==> config.mk <==
export PLATFORM = sky130hd
export DESIGN_NAME = uart_tx_framer
export DESIGN_NICKNAME = d
export VERILOG_FILES = /design/src/rtl/uart_tx_framer.sv
export SDC_FILE = /design/constraint.sdc
export NUM_CORES = 1
export LEC_CHECK = 0
export BUFFER_PORTS_ARGS = -buffer_cell sky130_fd_sc_hd__buf_2
export CAP_MARGIN = 10
export CORE_MARGIN = 10
export CORE_UTILIZATION = 25
export DETAILED_ROUTE_END_ITERATION = 16
export GPL_TIMING_DRIVEN = 0
export HOLD_SLACK_MARGIN = 0.03
export SYNTH_ARGS = -nofsm -noshare
export SYNTH_HDL_FRONTEND = slang
export SYNTH_SLANG_ARGS = --single-unit
export TNS_END_PERCENT = 50
==> constraint.sdc <==
create_clock -name clock -period 6 [get_ports clock]
set_input_delay 1.2 -clock clock [delete_from_list [all_inputs] [get_ports clock]]
set_output_delay 1.2 -clock clock [all_outputs]
set_load 0.02 [all_outputs]
==> src/rtl/uart_tx_framer.sv <==
// uart_tx_framer: UART transmit channel with a valid/ready input FIFO,
// configurable data width, parity, stop bits and an internal baud divider.
module uart_tx_framer #(
  parameter int unsigned DATA_BITS   = 8,
  parameter int unsigned PARITY      = 0,
  parameter int unsigned STOP_BITS   = 1,
  parameter int unsigned FIFO_DEPTH  = 4,
  parameter int unsigned BAUDRATE    = 115200,
  parameter int unsigned CLOCK_INPUT = 50_000_000
) (
  input  logic                               clock,
  input  logic                               reset,
  input  logic                               valid,
  input  logic [DATA_BITS-1:0]               data,
  output logic                               ready,
  output logic                               sdata,
  output logic                               busy,
  output logic                               tx_done,
  output logic [$clog2(FIFO_DEPTH+1)-1:0]    fifo_level
);

  localparam int unsigned DIV = CLOCK_INPUT / BAUDRATE;
  localparam int unsigned CW  = (DIV >= 2) ? $clog2(DIV) : 1;
  localparam int unsigned AW  = (FIFO_DEPTH >= 2) ? $clog2(FIFO_DEPTH) : 1;
  localparam int unsigned LW  = $clog2(FIFO_DEPTH + 1);
  localparam int unsigned IW  = $clog2(DATA_BITS + 1);

  localparam logic [CW-1:0] CNT_LAST  = CW'(DIV - 1);
  localparam logic [IW-1:0] DATA_LAST = IW'(DATA_BITS - 1);
  localparam logic [IW-1:0] STOP_LAST = IW'(STOP_BITS - 1);
  localparam logic [LW-1:0] LVL_FULL  = LW'(FIFO_DEPTH);

  if (DIV < 2) begin : g_bad_div
    $error("uart_tx_framer: CLOCK_INPUT / BAUDRATE must be at least 2");
  end
  if (DATA_BITS < 5 || DATA_BITS > 9) begin : g_bad_data_bits
    $error("uart_tx_framer: DATA_BITS must be 5..9");
  end
  if (PARITY > 2) begin : g_bad_parity
    $error("uart_tx_framer: PARITY must be 0, 1 or 2");
  end
  if (STOP_BITS != 1 && STOP_BITS != 2) begin : g_bad_stop_bits
    $error("uart_tx_framer: STOP_BITS must be 1 or 2");
  end
  if (FIFO_DEPTH < 2 || (FIFO_DEPTH & (FIFO_DEPTH - 1)) != 0) begin : g_bad_depth
    $error("uart_tx_framer: FIFO_DEPTH must be a power of 2, at least 2");
  end

  typedef enum logic [2:0] {S_IDLE, S_START, S_DATA, S_PARITY, S_STOP} state_t;

  logic [DATA_BITS-1:0] mem [FIFO_DEPTH];
  logic [AW-1:0]        wr_ptr, rd_ptr;
  logic                 push, pop, fifo_empty;
  logic [DATA_BITS-1:0] head;
  logic                 head_par;

  state_t               state, state_nx;
  logic [CW-1:0]        cnt, cnt_nx;
  logic [IW-1:0]        bit_idx, bit_idx_nx;
  logic [DATA_BITS-1:0] shreg, shreg_nx;
  logic                 par_bit, par_nx;
  logic                 sdata_nx, done_nx, tick;

  assign ready      = (fifo_level != LVL_FULL);
  assign push       = valid && ready;
  assign fifo_empty = (fifo_level == '0);
  assign head       = mem[rd_ptr];
  assign head_par   = (PARITY == 2) ? ~^head : ^head;
  assign tick       = (cnt == CNT_LAST);
  assign busy       = (state != S_IDLE);

  // FIFO storage write port
  always_ff @(posedge clock) begin
    if (push) mem[wr_ptr] <= data;
  end

  // FIFO pointers and occupancy
  always_ff @(posedge clock or posedge reset) begin
    if (reset) begin
      wr_ptr     <= '0;
      rd_ptr     <= '0;
      fifo_level <= '0;
    end else begin
      if (push) wr_ptr <= wr_ptr + AW'(1);
      if (pop)  rd_ptr <= rd_ptr + AW'(1);
      case ({push, pop})
        2'b10:   fifo_level <= fifo_level + LW'(1);
        2'b01:   fifo_level <= fifo_level - LW'(1);
        default: fifo_level <= fifo_level;
      endcase
    end
  end

  // Transmit FSM state, bit timing and registered line output
  always_ff @(posedge clock or posedge reset) begin
    if (reset) begin
      state   <= S_IDLE;
      cnt     <= '0;
      bit_idx <= '0;
      shreg   <= '0;
      par_bit <= 1'b0;
      sdata   <= 1'b1;
      tx_done <= 1'b0;
    end else begin
      state   <= state_nx;
      cnt     <= cnt_nx;
      bit_idx <= bit_idx_nx;
      shreg   <= shreg_nx;
      par_bit <= par_nx;
      sdata   <= sdata_nx;
      tx_done <= done_nx;
    end
  end

  // Next-state logic; sdata is derived from the next state so the line
  // changes on the same edge the FSM enters a new bit.
  always_comb begin
    state_nx   = state;
    cnt_nx     = '0;
    bit_idx_nx = bit_idx;
    shreg_nx   = shreg;
    par_nx     = par_bit;
    pop        = 1'b0;
    done_nx    = 1'b0;
    sdata_nx   = 1'b1;
    if (state != S_IDLE) cnt_nx = tick ? '0 : cnt + CW'(1);
    case (state)
      S_IDLE: begin
        if (!fifo_empty) begin
          pop      = 1'b1;
          shreg_nx = head;
          par_nx   = head_par;
          state_nx = S_START;
        end
      end
      S_START: begin
        if (tick) begin
          bit_idx_nx = '0;
          state_nx   = S_DATA;
        end
      end
      S_DATA: begin
        if (tick) begin
          if (bit_idx == DATA_LAST) begin
            bit_idx_nx = '0;
            state_nx   = (PARITY != 0) ? S_PARITY : S_STOP;
          end else begin
            bit_idx_nx = bit_idx + IW'(1);
            shreg_nx   = shreg >> 1;
          end
        end
      end
      S_PARITY: begin
        if (tick) begin
          bit_idx_nx = '0;
          state_nx   = S_STOP;
        end
      end
      S_STOP: begin
        if (tick) begin
          if (bit_idx == STOP_LAST) begin
            done_nx    = 1'b1;
            bit_idx_nx = '0;
            if (!fifo_empty) begin
              pop      = 1'b1;
              shreg_nx = head;
              par_nx   = head_par;
              state_nx = S_START;
            end else begin
              state_nx = S_IDLE;
            end
          end else begin
            bit_idx_nx = bit_idx + IW'(1);
          end
        end
      end
      default: state_nx = S_IDLE;
    endcase
    case (state_nx)
      S_START:  sdata_nx = 1'b0;
      S_DATA:   sdata_nx = shreg_nx[0];
      S_PARITY: sdata_nx = par_nx;
      default:  sdata_nx = 1'b1;
    endcase
  end

endmodule

## After elaboration in Yosys (flattened, before gate mapping)

Memories as Yosys holds them, arrays and structs flattened.
Index checks and enable logic that the tools add are counted.

| word-level totals | value |
|---|---|
| memories kept | 1 |
| bits in writable memories | 32 |
| flip-flop bits (word level) | 34 |
| output and inout bits | 7 |
| word-level logic and storage cells | 85 |
| input port bits | 11 |

| cells by class | value |
|---|---|
| reductions and logical operators | 12 |
| equality and inequality tests | 17 |
| mux-type cells | 38 |
| $add $sub $neg | 6 |

Memories:

| name | depth | width | read ports | clocked after Yosys merged registers in | write ports | RTL line | RTL |
|---|---|---|---|---|---|---|---|
| mem | 4 | 8 | 1 | 0 | 1 | 51 | `logic [DATA_BITS-1:0] mem [FIFO_DEPTH];` |

Operator list:

| cell | number |
|---|---|
| $mux 8 | 5 |
| $pmux 8 s3 | 1 |
| $mux 3 | 7 |
| $mux 4 | 5 |
| $mux 9 | 2 |
| $pmux 3 s5 | 1 |
| $eq 3x2->1 const B | 4 |
| $mux 1 | 12 |
| $pmux 4 s3 | 1 |
| $add 9x1->9 const B | 1 |
| $eq 9x9->1 const B | 1 |
| $reduce_bool 3->1 | 3 |
| $ne 2x2->1 const B | 4 |
| $reduce_xor 8->1 | 1 |
| $eq 3x1->1 const B | 2 |
| $logic_not 3->1 | 2 |
| $pmux 3 s2 | 1 |
| $reduce_and 5->1 | 1 |
| $add 2x1->2 const B | 2 |
| $add 4x1->4 const B | 1 |
| $eq 4x3->1 const B | 1 |
| $logic_not 4->1 | 1 |
| $pmux 1 s2 | 2 |
| $reduce_and 4->1 | 1 |
| other kinds (11) | 11 |

## Longest topological paths before layout

| logic depth | value |
|---|---|
| word-level depth | 7 |
| gate-level depth with buffers | 13 |
| gate-level depth less buffers | 11 |

## Worst setup path before layout

OpenSTA, ideal clock, no wires.

| timing path | value |
|---|---|
| kind | reg2reg |
| start | reg bit_idx[0] |
| end | reg fifo_level[2] |
| data required time | 5920 ps |
| buffers on the path | 2 |
| setup time | 80 ps |
| cell stages (with the launch flop) | 14 |
| period minus slack after synthesis | 2955 ps |
| arrival | 2875 ps |
| setup slack | 3045 ps |
| cells stage by stage | dfrtp_1 > inv_1 > ha_1 > or3b_2 > clkbuf_1 > o41a_1 > nor2_2 > buf_4 > ha_1 > inv_1 > fa_1 > xor2_1 > nor2_1 > xor2_1 |

| on the way | value |
|---|---|
| word-level cells in the longest chain between the ends | 6 |
| elaborated cells between the ends (all ways) | 8 |
| those cells by class | 2 x eq/ne; 4 x mux; 2 x reduce/logical |

Ends and longest elaborated chain:

| item | RTL line | RTL |
|---|---|---|
| from (decl) | 59 | `logic [IW-1:0] bit_idx, bit_idx_nx;` |
| from (signal assigned) | 107 | `bit_idx <= bit_idx_nx;` |
| $logic_not 4->1 * | 161 | `if (bit_idx == STOP_LAST) begin` |
| $mux 1 * | 161 |  |
| $mux 1 * | 160 | `if (tick) begin` |
| $pmux 1 s2 * | 127 | `case (state)` |
| net pop | 53 | `logic push, pop, fifo_empty;` |
| $eq 2x1->1 / $eq 2x2->1 (equally long branches) | 86 | `case ({push, pop})` |
| $pmux 3 s2 / $reduce_bool 2->1 (equally long branches) | -- |  |
| to (signal assigned) | 87 | `2'b10: fifo_level <= fifo_level + LW'(1);` |
| to (signal assigned) | 88 | `2'b01: fifo_level <= fifo_level - LW'(1);` |
| to (signal assigned) | 89 | `default: fifo_level <= fifo_level;` |
| to (decl) | 19 | `output logic [$clog2(FIFO_DEPTH+1)-1:0] fifo_level` |

The timed path passes the listed nets; every way through them passes the cells marked *.
A chain may end at the register's enable or synchronous reset.

## Worst setup path in the final report

Same ends and word-level chain as after synthesis.

==> impl_metrics.toml <==
[yosys]
synth-seq-area-share_pct = 60.3
postSynth.topFlopCell = "dfrtp_1"
mappedNetlistNets = 247
ys_seq_elements = 66
synth_cell_types = 44
asyncSetResetFlopFracSynth_pct = 51.5
synthesis.area_per_instance_sq_um = 13.3
yosys.area.top_type = "edfxtp_1"
post_synth_inst_count = 226
synthDominantCellAreaShare_pct = 32.0
synth.top_cells.by_count = "dfrtp_1, edfxtp_1, nor2_1"
synth.area.top_cells = "edfxtp_1, dfrtp_1, mux4_2"
yosys_warnings = 0
mappedNetlistArea_sq_um = 3000
post-synth-top-count-cell = "dfrtp_1"
synth_edf_count = 32

[sta]
max_slew.worst_pin.slew_ns = 0.582
timing.final.setup_violations = 0
slew-limit-headroom_pct = 61.2
total_count_of_max_transition_violations_in_the_final_report = 0
setup_tns_ns = 0
clock-skew-final_ns = 0.00706
min_period_over_period_pct = 53.8
highest_achievable_clock_rate_mhz = 310
report.final.hold_viol_count = 0
unrepaired_setup_endpoints_after_global_routing = "false"
final.min_clock_period_ns = 3.23
timing.hold.ws_ns = 0.479

[power_and_ir_drop]
seq_power_share_pct = 38.4
share_comb_of_total_power_pct = 29.8
cellPowerDensity_nw_per_um2 = 481
total_leakage_power_nw = 1.46
p_sw_share_pct = 30.8
netSwitchingPower_w = 0.000535
internal_power_w = 0.00120
worst_ir_drop_vdd_uv = 212
clkPwrFrac_pct = 31.8

[setup_path]
critPathKind = "flop to flop"
crit-reg2reg-capture = "fifo_level[2]"
r2r-start = "bit_idx[0]"
path_max_fanout = 10
critical_path.max_stage_delay_ns = 0.44
timing.reg2reg.setup_slack_ns = 2.77
path_cells = "inv_1 > ha_1 > or3b_2 > clkbuf_1 > o41a_1 > nor2_2 > buf_4 > ha_1 > inv_1 > fa_1 > xor2_1 > nor2_1 > xor2_1"
worst_ep_required_time_ns = 6.24
worstPathArrival_ns = 3.48
critical_path_buffer_and_inverter_count = 4
critical_path.top_delay_family = "simple AND/OR/NAND/NOR gates"
reg2reg_depth = 13
worst_setup_path_end_kind = "flop"
crit_slowest_cell = "o41a_1"
timing.critical_path.from_type = "flop"
critical_path.startpoint = "bit_idx[0]"

[global_routing]
gr-usage-all-layers_pct = 7.06
grt_pass1_vias = 1859
globalRoute.totalOverflow = 0
wire_length_of_the_first_global_routing_pass_mm = 9.47
pin_count_of_the_biggest_net_entering_global_routing = 24
initial_antenna_violation_count = 0

[clocking]
hold_buffers = 0
post_cts_repair_timing_setup_buffer_count = 0
cts_root_buffer = "clkbuf_16"
insertion_delay_ns = 0.33
cts_tree = "yes"
cts_buffer_depth = 2
cts.reportedPaths.clkPinSlew_ns = 0.06
numClockSinks = 66
cts_repair_resize_count = 0
cts.htree.levels = 3
cts_buffers = 9

[min_path]
min_delay_path_depth = 1
hold-path-endpoint = "shreg[1]"
holdCritPathClass = "flop to flop"
min_from = "shreg[1]"

[floorplan]
dieWidth_um = 130
core-area_sq_um = 11600
die-area_sq_um = 16800
die_h_um = 130
initial_core_util_pct = 25.9
placement_rows = 39
io-pin-count = 18

[final_layout]
layout-area-overhead-vs-synth_pct = 20.3
fraction_of_final_layout_cells_with_drive_strength_greater_than_1_pct = 21.5
finish.cell_count_without_fillers = 403
postLayoutCellArea_sq_um = 3610
fin_util_pct = 31.1
nNetsFinal = 276
antenna_cells = 0

[job]
drv.max_cap_violation_count = 0

[placed_design]
io_buffers = 17
detailed_place.area_sq_um = 3300
placed_cells_incl_taps = 387
place_congestion = 0.779
dp.final_hpwl_mm = 3.80

[route]
drc = 0
detail-route-antenna-nets = 0
detail_route.wirelength_mm = 5.36
route.detailed.vias_per_inst = 4.50
dr.pass1.iters = 4
routed-via-count = 1814
post_drt_wl_per_cell_um = 13.3
detail_route.iter0.violations = 74

[outcome]
run_status = "finished, final reports clean"
==> logic make-up after synthesis <==
| group | share of synthesized area (%) |
|---|---|
| flip-flops | 60.3 |
| AND/OR/NAND/NOR | 10.4 |
| AO/OA/AOI/OAI | 10.0 |
| buffers and inverters | 2.91 |
| XOR/XNOR | 5.54 |
| adder cells (fa/ha/maj) | 4.41 |
| multiplexers | 6.37 |
==> routing by layer <==
metal / global-route usage (%) / wire length [um] / vias to the layer above
li1: - / - / 884
met1: 8.60 / 2420 / 892
met2: 11.1 / 2630 / 28
met3: 2.57 / 213 / 10
met4: 2.78 / 94 / 0
met5: 0 / 0 / -
==> per-stage QoR <==
stage / total power [W] / setup WS [ns]
after floorplan: 0.00107 / 3.05
after global placement: 0.00119 / 2.81
after detailed placement: 0.00120 / 2.79
after CTS: 0.00176 / 2.76
after global routing: 0.00186 / 2.48
final: 0.00174 / 2.77
==> placed cells by master, fill, tap and decap left out, types with 2 or more instances in the layout <==
cell	n
o21ai_0	10
a22o_1	8
dfrtp_1	33
clkinvlp_4	2
a21o_1	7
nand3_1	7
buf_2	18
mux4_2	8
ha_1	9
xnor2_1	13
or3b_2	2
or3_1	2
xor2_1	6
buf_4	2
or2_2	2
nand2_1	11
clkinv_2	2
clkbuf_16	9
bufinv_16	2
a21oi_1	7
nor2b_1	2
clkbuf_1	6
inv_1	11
nor2_1	16
nor3_1	4
and3_1	6
edfxtp_1	32
==> power groups by stage <==
stage	sequential (W)	combinational [W]	clock, W
2_1_floorplan	0.000671	0.000402	0
3_3_place_gp	0.000673	0.000516	0
3_5_place_dp	0.000677	0.000526	0
4_1_cts	0.000670	0.000529	0.000561
5_1_grt	0.000684	0.000589	0.000588
6_report	0.000668	0.000517	0.000553
==> registers in the layout (all words and copies together) (netlist names), 2 cells and up <==
| name | flops |
|---|---|
| shreg | 8 |
| rd_ptr | 2 |
| fifo_level | 3 |
| mem | 32 |
| bit_idx | 4 |
| wr_ptr | 2 |
| cnt | 9 |
| state | 3 |
==> worst max-delay path by stage <==
stage	to	slack (ns)	depth (start not counted)
6_report	fifo_level[2]	2.77	13
4_1_cts	fifo_level[2]	2.76	13
3_5_place_dp	fifo_level[2]	2.79	13
3_3_place_gp	fifo_level[2]	2.81	13
2_1_floorplan	fifo_level[2]	3.05	13
5_1_grt	fifo_level[2]	2.48	13
==> cell type report <==
type	instances	area (sq um)
fillers	1164	8000
flip-flops and latches	66	1810
multi-input cells	139	1100
clock buffers	9	225
repair buffers	18	113
plain buffers	10	46.3
clock inverters	7	93.8
inverters	11	41.3
well taps	143	179
==> worst register-to-register path: stages (launching register included) <==
cell	delay, ns
dfrtp_1	0.41
inv_1	0.07
ha_1	0.13
or3b_2	0.43
clkbuf_1	0.17
o41a_1	0.44
nor2_2	0.21
buf_4	0.23
ha_1	0.20
inv_1	0.06
fa_1	0.37
xor2_1	0.15
nor2_1	0.11
xor2_1	0.16
Note: power is estimated with default switching activity, not from simulation.
